==> src/rtl/pipe_stage_chain.sv <==
// pipe_stage_chain
//   Elastic pipeline-register chain for inter-stage boundaries (ID/EX, EX/MEM, ...).
//   Carries a DATA_W datapath bundle and a CTRL_W control bundle through DEPTH
//   register stages. Each stage has its own valid bit. The chain supports
//   valid/ready backpressure, a global stall and a flush. The control output is
//   forced to BUBBLE_CTRL whenever the output slot is empty. This means squashed
//   slots never present live RegWr/MemWr bits downstream.
//
// Ports
//   clk        rising-edge clock
//   reset      asynchronous reset, active low
//   in_valid   upstream slot valid
//   in_ready   chain accepts in_* this cycle
//   in_data    upstream datapath bundle   [DATA_W]
//   in_ctrl    upstream control bundle    [CTRL_W]
//   out_valid  last stage holds a valid slot
//   out_ready  downstream accepts this cycle
//   out_data   last-stage datapath bundle (driven regardless of valid)
//   out_ctrl   last-stage control, BUBBLE_CTRL when invalid
//   stall      global hold: nothing moves, no transfer in or out
//   flush      squash every slot (priority over everything but reset)
//   occupancy  number of valid stages, 0..DEPTH
module pipe_stage_chain #(
  parameter int                 DATA_W      = 32,
  parameter int                 CTRL_W      = 10,
  parameter int                 DEPTH       = 2,
  parameter logic [CTRL_W-1:0]  BUBBLE_CTRL = '0
) (
  input  logic              clk,
  input  logic              reset,
  input  logic              in_valid,
  output logic              in_ready,
  input  logic [DATA_W-1:0] in_data,
  input  logic [CTRL_W-1:0] in_ctrl,
  output logic              out_valid,
  input  logic              out_ready,
  output logic [DATA_W-1:0] out_data,
  output logic [CTRL_W-1:0] out_ctrl,
  input  logic              stall,
  input  logic              flush,
  output logic [3:0]        occupancy
);

  if (DEPTH < 1 || DEPTH > 8) begin : g_bad_depth
    $error("pipe_stage_chain: DEPTH must be within 1..8");
  end

  // Occupancy update for one cycle. Accept-in and accept-out in the same cycle cancel.
  function automatic logic [3:0] occ_next(input logic [3:0] occ,
                                          input logic       inc,
                                          input logic       dec);
    logic [3:0] res;
    res = occ;
    if (inc && !dec) res = occ + 4'd1;
    else if (dec && !inc) res = occ - 4'd1;
    return res;
  endfunction

  logic              vld_p  [DEPTH];
  logic [DATA_W-1:0] data_p [DEPTH];
  logic [CTRL_W-1:0] ctrl_p [DEPTH];
  // Unpacked so each element's ripple dependency is seen as a separate net.
  logic              rdy    [DEPTH];

  logic rdy_out;
  logic in_acc;
  logic out_acc;

  assign rdy_out  = out_ready & ~stall;
  // Held low while in reset so nothing is offered a handshake during reset.
  assign in_ready = rdy[0] & ~flush & reset;
  assign in_acc   = in_valid & in_ready;
  assign out_acc  = vld_p[DEPTH-1] & rdy_out;

  for (genvar i = 0; i < DEPTH; i++) begin : g_stage
    logic              src_vld;
    logic [DATA_W-1:0] src_data;
    logic [CTRL_W-1:0] src_ctrl;

    if (i == 0) begin : g_head
      assign src_vld  = in_acc;
      assign src_data = in_data;
      assign src_ctrl = in_ctrl;
    end else begin : g_body
      assign src_vld  = vld_p[i-1];
      assign src_data = data_p[i-1];
      assign src_ctrl = ctrl_p[i-1];
    end

    // A stage can take a new slot if it is empty or its own slot moves on.
    // The result ripples back from the output combinationally, so no bubble is wasted.
    // Stall gates every stage, including an empty output stage.
    if (i == DEPTH - 1) begin : g_tail_rdy
      assign rdy[i] = (~vld_p[i] | rdy_out) & ~stall;
    end else begin : g_mid_rdy
      assign rdy[i] = (~vld_p[i] | rdy[i+1]) & ~stall;
    end

    // ---- stage i register boundary ----
    always_ff @(posedge clk or negedge reset) begin
      if (!reset) begin
        vld_p[i]  <= 1'b0;
        data_p[i] <= '0;
        ctrl_p[i] <= '0;
      end else if (flush) begin
        vld_p[i] <= 1'b0;
      end else if (rdy[i]) begin
        vld_p[i] <= src_vld;
        // An empty slot moving in leaves the payload untouched.
        if (src_vld) begin
          data_p[i] <= src_data;
          ctrl_p[i] <= src_ctrl;
        end
      end
    end
  end

  // ---- occupancy register boundary ----
  always_ff @(posedge clk or negedge reset) begin
    if (!reset) begin
      occupancy <= 4'd0;
    end else if (flush) begin
      occupancy <= 4'd0;
    end else begin
      occupancy <= occ_next(occupancy, in_acc, out_acc);
    end
  end

  assign out_valid = vld_p[DEPTH-1];
  assign out_data  = data_p[DEPTH-1];
  assign out_ctrl  = vld_p[DEPTH-1] ? ctrl_p[DEPTH-1] : BUBBLE_CTRL;

endmodule
==> config.mk <==
export PLATFORM = sky130hd
export DESIGN_NAME = pipe_stage_chain
export DESIGN_NICKNAME = d
export VERILOG_FILES = /design/src/rtl/pipe_stage_chain.sv
export SDC_FILE = /design/constraint.sdc
export NUM_CORES = 1
export LEC_CHECK = 0
export CAP_MARGIN = 20
export CORE_ASPECT_RATIO = 1.25
export CORE_MARGIN = 3
export CORE_UTILIZATION = 38
export CTS_BUF_LIST = sky130_fd_sc_hd__clkbuf_2
export DETAILED_ROUTE_END_ITERATION = 16
export DONT_BUFFER_PORTS = 1
export GPL_TIMING_DRIVEN = 0
export SETUP_SLACK_MARGIN = 0.5
export SYNTH_ARGS = -nofsm -noshare
export SYNTH_HDL_FRONTEND = slang
export SYNTH_SLANG_ARGS = --single-unit
==> constraint.sdc <==
create_clock -name clk -period 4.2 [get_ports clk]
set_clock_uncertainty 0.15 [all_clocks]
set_input_delay 0.84 -clock clk [delete_from_list [all_inputs] [get_ports clk]]
set_output_delay 0.84 -clock clk [all_outputs]
set_load 0.02 [all_outputs]
==> run metrics <==
fraction of layout cells with a size suffix above 1 a little under half; WL final 7103 um; Synth Area in Compound Gates 2.288%; TritonCTS Sinks 90; sw power about 610 uW; Synth Area in Simple Gates approximately 4.7%; Max VDD drop 0.0002196 V; total power slightly above 2000 uW; Hold Crit Depth 2; RSZ-0062 raised after global routing false; RD Place Congestion approximately 0.72; Seq pwr share between 60% and 70%; WS Path Type flip-flop to primary output; Worst Path Max Fanout 10; GRT Overall Usage between 10 and 15%; Buf/Inv on CP 1; crit end category primary output; slew margin rel. between 70 and 80%; antenna violations before repair 0; HP Start in_valid; worst skew pair latency 0.53 ns; drt pass-1 iters 4; Starting Density between 30% and 40%; Crit path max-delay family flip-flops; Post-Syn Instances 235; Worst EP required around 3.2 ns; fraction of registers with async set/reset 100.0%; Ports 96; top cells by count, synth dfrtp_1, mux2_2, mux2_4; Setup crit start kind flip-flop; routed vias/inst 4.921; status completed; Period Utilization, post-route between 60% and 70%; Max Freq between 0.3 and 0.4 GHz; top-area cell type share of the netlist area a little under 60%; Clock Power Share a little over a fifth; global-route wire length before repair 11320 um; main area contributors after synthesis dfrtp_1, mux2_4, mux2_2, buf_12, and2_1; die area roughly 0.011 mm^2; worst reg-to-reg path cell count 7; WP data arrival ~1.9 ns; Routed Antenna Nets 0; dpl hpwl about 4700 um; xor/xnor share of the synthesized area less than 1%; r2r endpoint occupancy[3]$_DFFE_PN0P_; Clock Tree Root clkbuf_2; H-Tree Level Count 3; most numerous cell in the Yosys netlist dfrtp_1; Die Width 95.77 um; via count around 1900; Nets 299; pwr/cell area 494.1 mW/mm^2; Area Growth Syn to Fin 7.976%; CTS buffer count 9; total of max-cap violations 0; clock slew at reported path FFs roughly 0.24 ns; mux share of post-synthesis cell area between 20 and 30%; Internal 1432 uW; # diodes 0; pre-CTS setup slack ~1.5 ns; Crit-path slowest cell dfrtp_1; largest family of logic cells by synthesized area multiplexers; combinational share of power approximately 15%; Std-Cell Rows 40; Mapped Nets around 290; Hold Path Sink g_stage[1].src_vld$_DFFE_PN0P_; CTS tree yes; Die H around 120 um; synthesized area 0.003827 mm^2; Sw Ratio about 30%; setup TNS 0 ns; syn_area_per_cell around 16 um^2; initial DRC count 55; #FFs+latches synth 90; Hold Violations, Final 0; YS warnings 0; number of enable flip-flop cells after synthesis 0; vias in the first global route 2057; largest net degree at the start of global routing 91; WL/cell between 15 and 20 um; Least-Margin Pin Slew ~0.45 ns; R2R setup slack 1.88 ns; # setup viols final 0; Static Leak between 0.002 and 0.0025 uW; register area share after synthesis approximately three fifths; Crit path largest cell delay slightly below 0.6 ns; DRC viols 0; CP cell instances clkbuf_1 > and2_1; buffer depth of the longest clock path 2; Max Slew Vio Count 0; reg2reg start out_valid$_DFFE_PN0P_; total grt overflow 0; min cycle time layout between 2 and 3 ns; CORE AREA ~0.0097 mm^2; Adder-Cell Fraction of Synth Area around 1.2%; Yosys cell types 33; HP Class input pin to flip-flop; largest area contributor in the netlist dfrtp_1; Port Buf Inserts 0; ys flop type dfrtp_1; min setup slack post-route about 1.4 ns
==> how the worst max path moves through the flow <==
| stage | start | endpoint | slack [ns] | depth (start not counted) |
|---|---|---|---|---|
| floorplan | stall | occupancy[3]$_DFFE_PN0P_ | 1.68 | 7 |
| global placement | stall | occupancy[3]$_DFFE_PN0P_ | 1.58 | 7 |
| detailed placement | stall | occupancy[3]$_DFFE_PN0P_ | 1.52 | 7 |
| CTS | out_valid$_DFFE_PN0P_ | out_ctrl[5] | 1.20 | 2 |
| global route | out_valid$_DFFE_PN0P_ | out_ctrl[5] | 1.17 | 2 |
| finish | out_valid$_DFFE_PN0P_ | out_ctrl[5] | 1.35 | 2 |
==> stage by stage <==
step | instance area, um^2 | std cells | hold WS (ns) | utilization (%)
2_1_floorplan | 3827 | 235 | 0.3212 | -
3_3_place_gp | 3985 | 361 | 0.3315 | 41.04
3_5_place_dp | 3985 | 361 | 0.3370 | 41.04
4_1_cts | 4133 | 379 | 0.1889 | 42.56
5_1_grt | 4133 | 379 | 0.1896 | 42.56
6_report | 4133 | 379 | 0.2725 | 42.56
==> metal layers <==
layer  vias to the layer above  wire length, um  global-route usage [%]
li1                        854                -                       -
met1                       943             3006                   17.06
met2                        62             3462                   20.23
met3                         6              560                   5.538
met4                         0               74                   5.071
met5                         -                0                       0
==> sequential cells by signal (all words and copies together), names as in the netlist <==
name / flops
g_stage.src_data: 32
out_data: 32
ctrl_p: 10
g_stage.src_ctrl: 10
occupancy: 4
g_stage.src_vld: 1
out_valid: 1
==> timing repair <==
action / CTS / global route
buffers inserted: 0 / 0
hold buffers: 2 / 0
resized for setup: 0 / 0
hold endpoints to repair: 90 / 0
==> power groups by stage <==
stage	registers (uW)	clock network (uW)	logic, uW
after floorplan	1280	0	268
after global placement	1320	0	280
after detailed placement	1330	0	292
after CTS	1310	459	314
after global routing	1340	492	338
final	1300	430	309
==> layout make-up <==
cell class,instances,area (um^2)
Inverter,5,18.77
Clock inverter,5,55.05
Timing Repair Buffer,2,37.54
Sequential cell,90,2252
Multi-Input combinational cell,129,1438
Tap cell,126,157.7
Clock buffer,11,55.05
Buffer,11,118.9
Fill cell,905,5577
==> kinds of logic after synthesis <==
group / after synthesis
AO/OA/AOI/OAI: 13
adder cells (fa/ha/maj): 3
buffers and inverters: 16
flip-flops: 90
AND/OR/NAND/NOR: 26
multiplexers: 86
XOR/XNOR: 1
==> cells in the final DEF, fill, tap and decap left out, types with 2 or more instances in the layout <==
cell	count
a211oi_1	2
a21o_1	2
a21oi_1	3
and2_1	11
buf_12	4
buf_2	4
clkbuf_1	2
clkbuf_2	11
clkinv_2	2
clkinvlp_4	2
dfrtp_1	90
ha_1	2
inv_1	5
mux2_2	45
mux2_4	40
nand2_1	2
nand3b_1	2
nor2_1	2
o21ai_0	2
No activity file was read; power rests on OpenSTA's default activity.
==> patch, RTL diff (same flow settings) <==
Set the parameter `DATA_W` to 24 (it was 32).
--- a/src/rtl/pipe_stage_chain.sv
+++ b/src/rtl/pipe_stage_chain.sv
@@ -21,7 +21,7 @@
 //   flush      squash every slot (priority over everything but reset)
 //   occupancy  number of valid stages, 0..DEPTH
 module pipe_stage_chain #(
-  parameter int                 DATA_W      = 32,
+  parameter int                 DATA_W      = 24,
   parameter int                 CTRL_W      = 10,
   parameter int                 DEPTH       = 2,
   parameter logic [CTRL_W-1:0]  BUBBLE_CTRL = '0
Interface: changed (resized in_data and out_data); port bits go from 96 to 80. No check against the original RTL was run, so the function may have changed too.
==> patch against the original RTL <==
Setup slack improved by 110 ps. Highest routed layer is now met5. Cell area fell by 15%. Count of clock-buffer cells in the layout fell by 2. Sequential share of layout area fell by 1.5 points. Area after synthesis fell by 17%. Synthesized cell count fell by 14%. Total power fell by 13%. Final cell count fell by 17%. Non-clock buffer count fell by 2. Largest power group unchanged. Register-to-register slack got worse by 20 ps. Sequential cell count fell by 16. Wire length fell by 20%.
==> patch: results (changes against the original RTL) <==
[run_status]
outcome=completed

[logic_synthesis]
synth_common_cells=74 x dfrtp_1, 39 x mux2_2, 30 x mux2_4, 11 x and2_1, 5 x inv_1
number_of_standard_cells_after_synthesis=201  ; -14%
yosys-top-cells-area=dfrtp_1 58%, mux2_4 14%, mux2_2 14%
ys_seq_area_share_pct=58.0  ; -0.85 points
syn-num-nets=244  ; -15%
dominantRegCellSynth=dfrtp_1
asyncSetResetFlopFracSynth_pct=100  ; unchanged
synth.lib_cells_used.distinct=32  ; -3.0%
yosysWarnings=0  ; unchanged

[grt]
wire_length_of_the_first_global_routing_pass_um=9070  ; -20%
grt_pass1_vias=1720  ; -16%
grt_antenna_before_repair=1  ; +1
grt_max_degree=75  ; -18%
grt_usage_pct=12.8  ; -0.64 points

[power]
static-leakage-power_nw=1.69  ; -16%
maximum_ir_drop_on_the_vdd_rail_mv=0.275  ; +25%

[detailed_routing]
dr.pass1.iters=4  ; unchanged
drtIter0Drc=55  ; unchanged
route.detailed.vias_per_inst=5.16  ; +4.8%
finalWirelength_um=5670  ; -20%
number_of_design_rule_violations_left_after_detail_routing=0  ; unchanged

[place]
numPortBuffers=0  ; unchanged
dpl.cell_count=296  ; -18%
place_hpwl_um=3800  ; -19%
gpl.final_weighted_congestion=0.738  ; +2.3%
placement.cell_area_um2=3310  ; -17%
placement.setup.worst_slack_ps=1500  ; -18.9 ps

[clocking]
cts_buffer_depth=2  ; unchanged
clk_pin_slew_worst_paths_ps=240  ; about the same
ctsResizeCount=0  ; unchanged
cts_setup_buffers=0  ; unchanged
hold_buffers=2  ; unchanged
h_tree_depth_reported_by_cts=3  ; unchanged
root_buffer=clkbuf_2
cts_made_buffers=9  ; unchanged
clk_latency_ps=490  ; -40 ps

[setup_path]
cp_data_arrival_time_ps=1750  ; -110 ps
cp_max_fo=10  ; unchanged

[layout]
final_net_count=257  ; -14%
final_cell_count_no_fill=314  ; -17%
layout-drive-gt1-share_pct=43.4  ; -1.7 points
antennaDiodeCount=0  ; unchanged

[timing]
worst_pin_slew_ps=371  ; -76.7 ps
final-setup-viol-count=0  ; unchanged

[min_path]
hold_class=input port to register

patch: cell types whose count changed after synthesis, moves of 3 or more:
cell / delta
mux2_4: -10
buf_2: -4
mux2_2: -6
dfrtp_1: -16
buf_4: +3
patch: routing by layer:
metal	GRT usage, %	wire, um
met1	15.2	2390
met5	0	7
met4	4.93	61
met3	6.33	413
met2	19.7	2800
patch: area by class of cell:
class | instances | area (um2)
plain buffers | 9 | 101
clock buffers | 9 | 45.0
clock inverters | 7 | 98.8
fillers | 747 | 4480
inverters | 5 | 18.8
multi-input cells | 113 | 1220
flip-flops and latches | 74 | 1850
well taps | 95 | 119
repair buffers | 2 | 37.5
patch: critical path, cell delays in order, from the launching register on:
cell	delay (ps)
dfrtp_1	580
clkbuf_1	350
and2_1	330
patch: worst paths after layout:
kind | start | slack (ps) | endpoint | cells past startpoint
worst max register to register | out_valid | 1860 | occupancy[3] | 7
min in group asynchronous | reset | 680 | out_data[4] | 2
worst min-delay path | in_data[8] | 310 | g_stage[1].src_data[8] | 1
worst min register to register | g_stage[1].src_data[11] | 360 | out_data[11] | 1
worst max-delay path | out_valid | 1460 | out_ctrl[3] | 2
max in group asynchronous | reset | 2870 | occupancy[1] | 2
patch: cell families after synthesis:
family | Yosys count | share of synthesized area (%)
xor+xnor | 1 | 0.274
buf+inv | 14 | 3.76
fa+ha+maj | 3 | 1.41
simple gates | 27 | 5.88
compound gates | 12 | 2.51
mux | 70 | 28.2
flops | 74 | 58.0
patch: where the power goes:
part	internal [mW]	switching (mW)	total [mW]	leakage, nW
clock	0.203	0.262	0.465	0.0849
sequential	0.875	0.181	1.06	0.932
combinational	0.181	0.0683	0.249	0.675
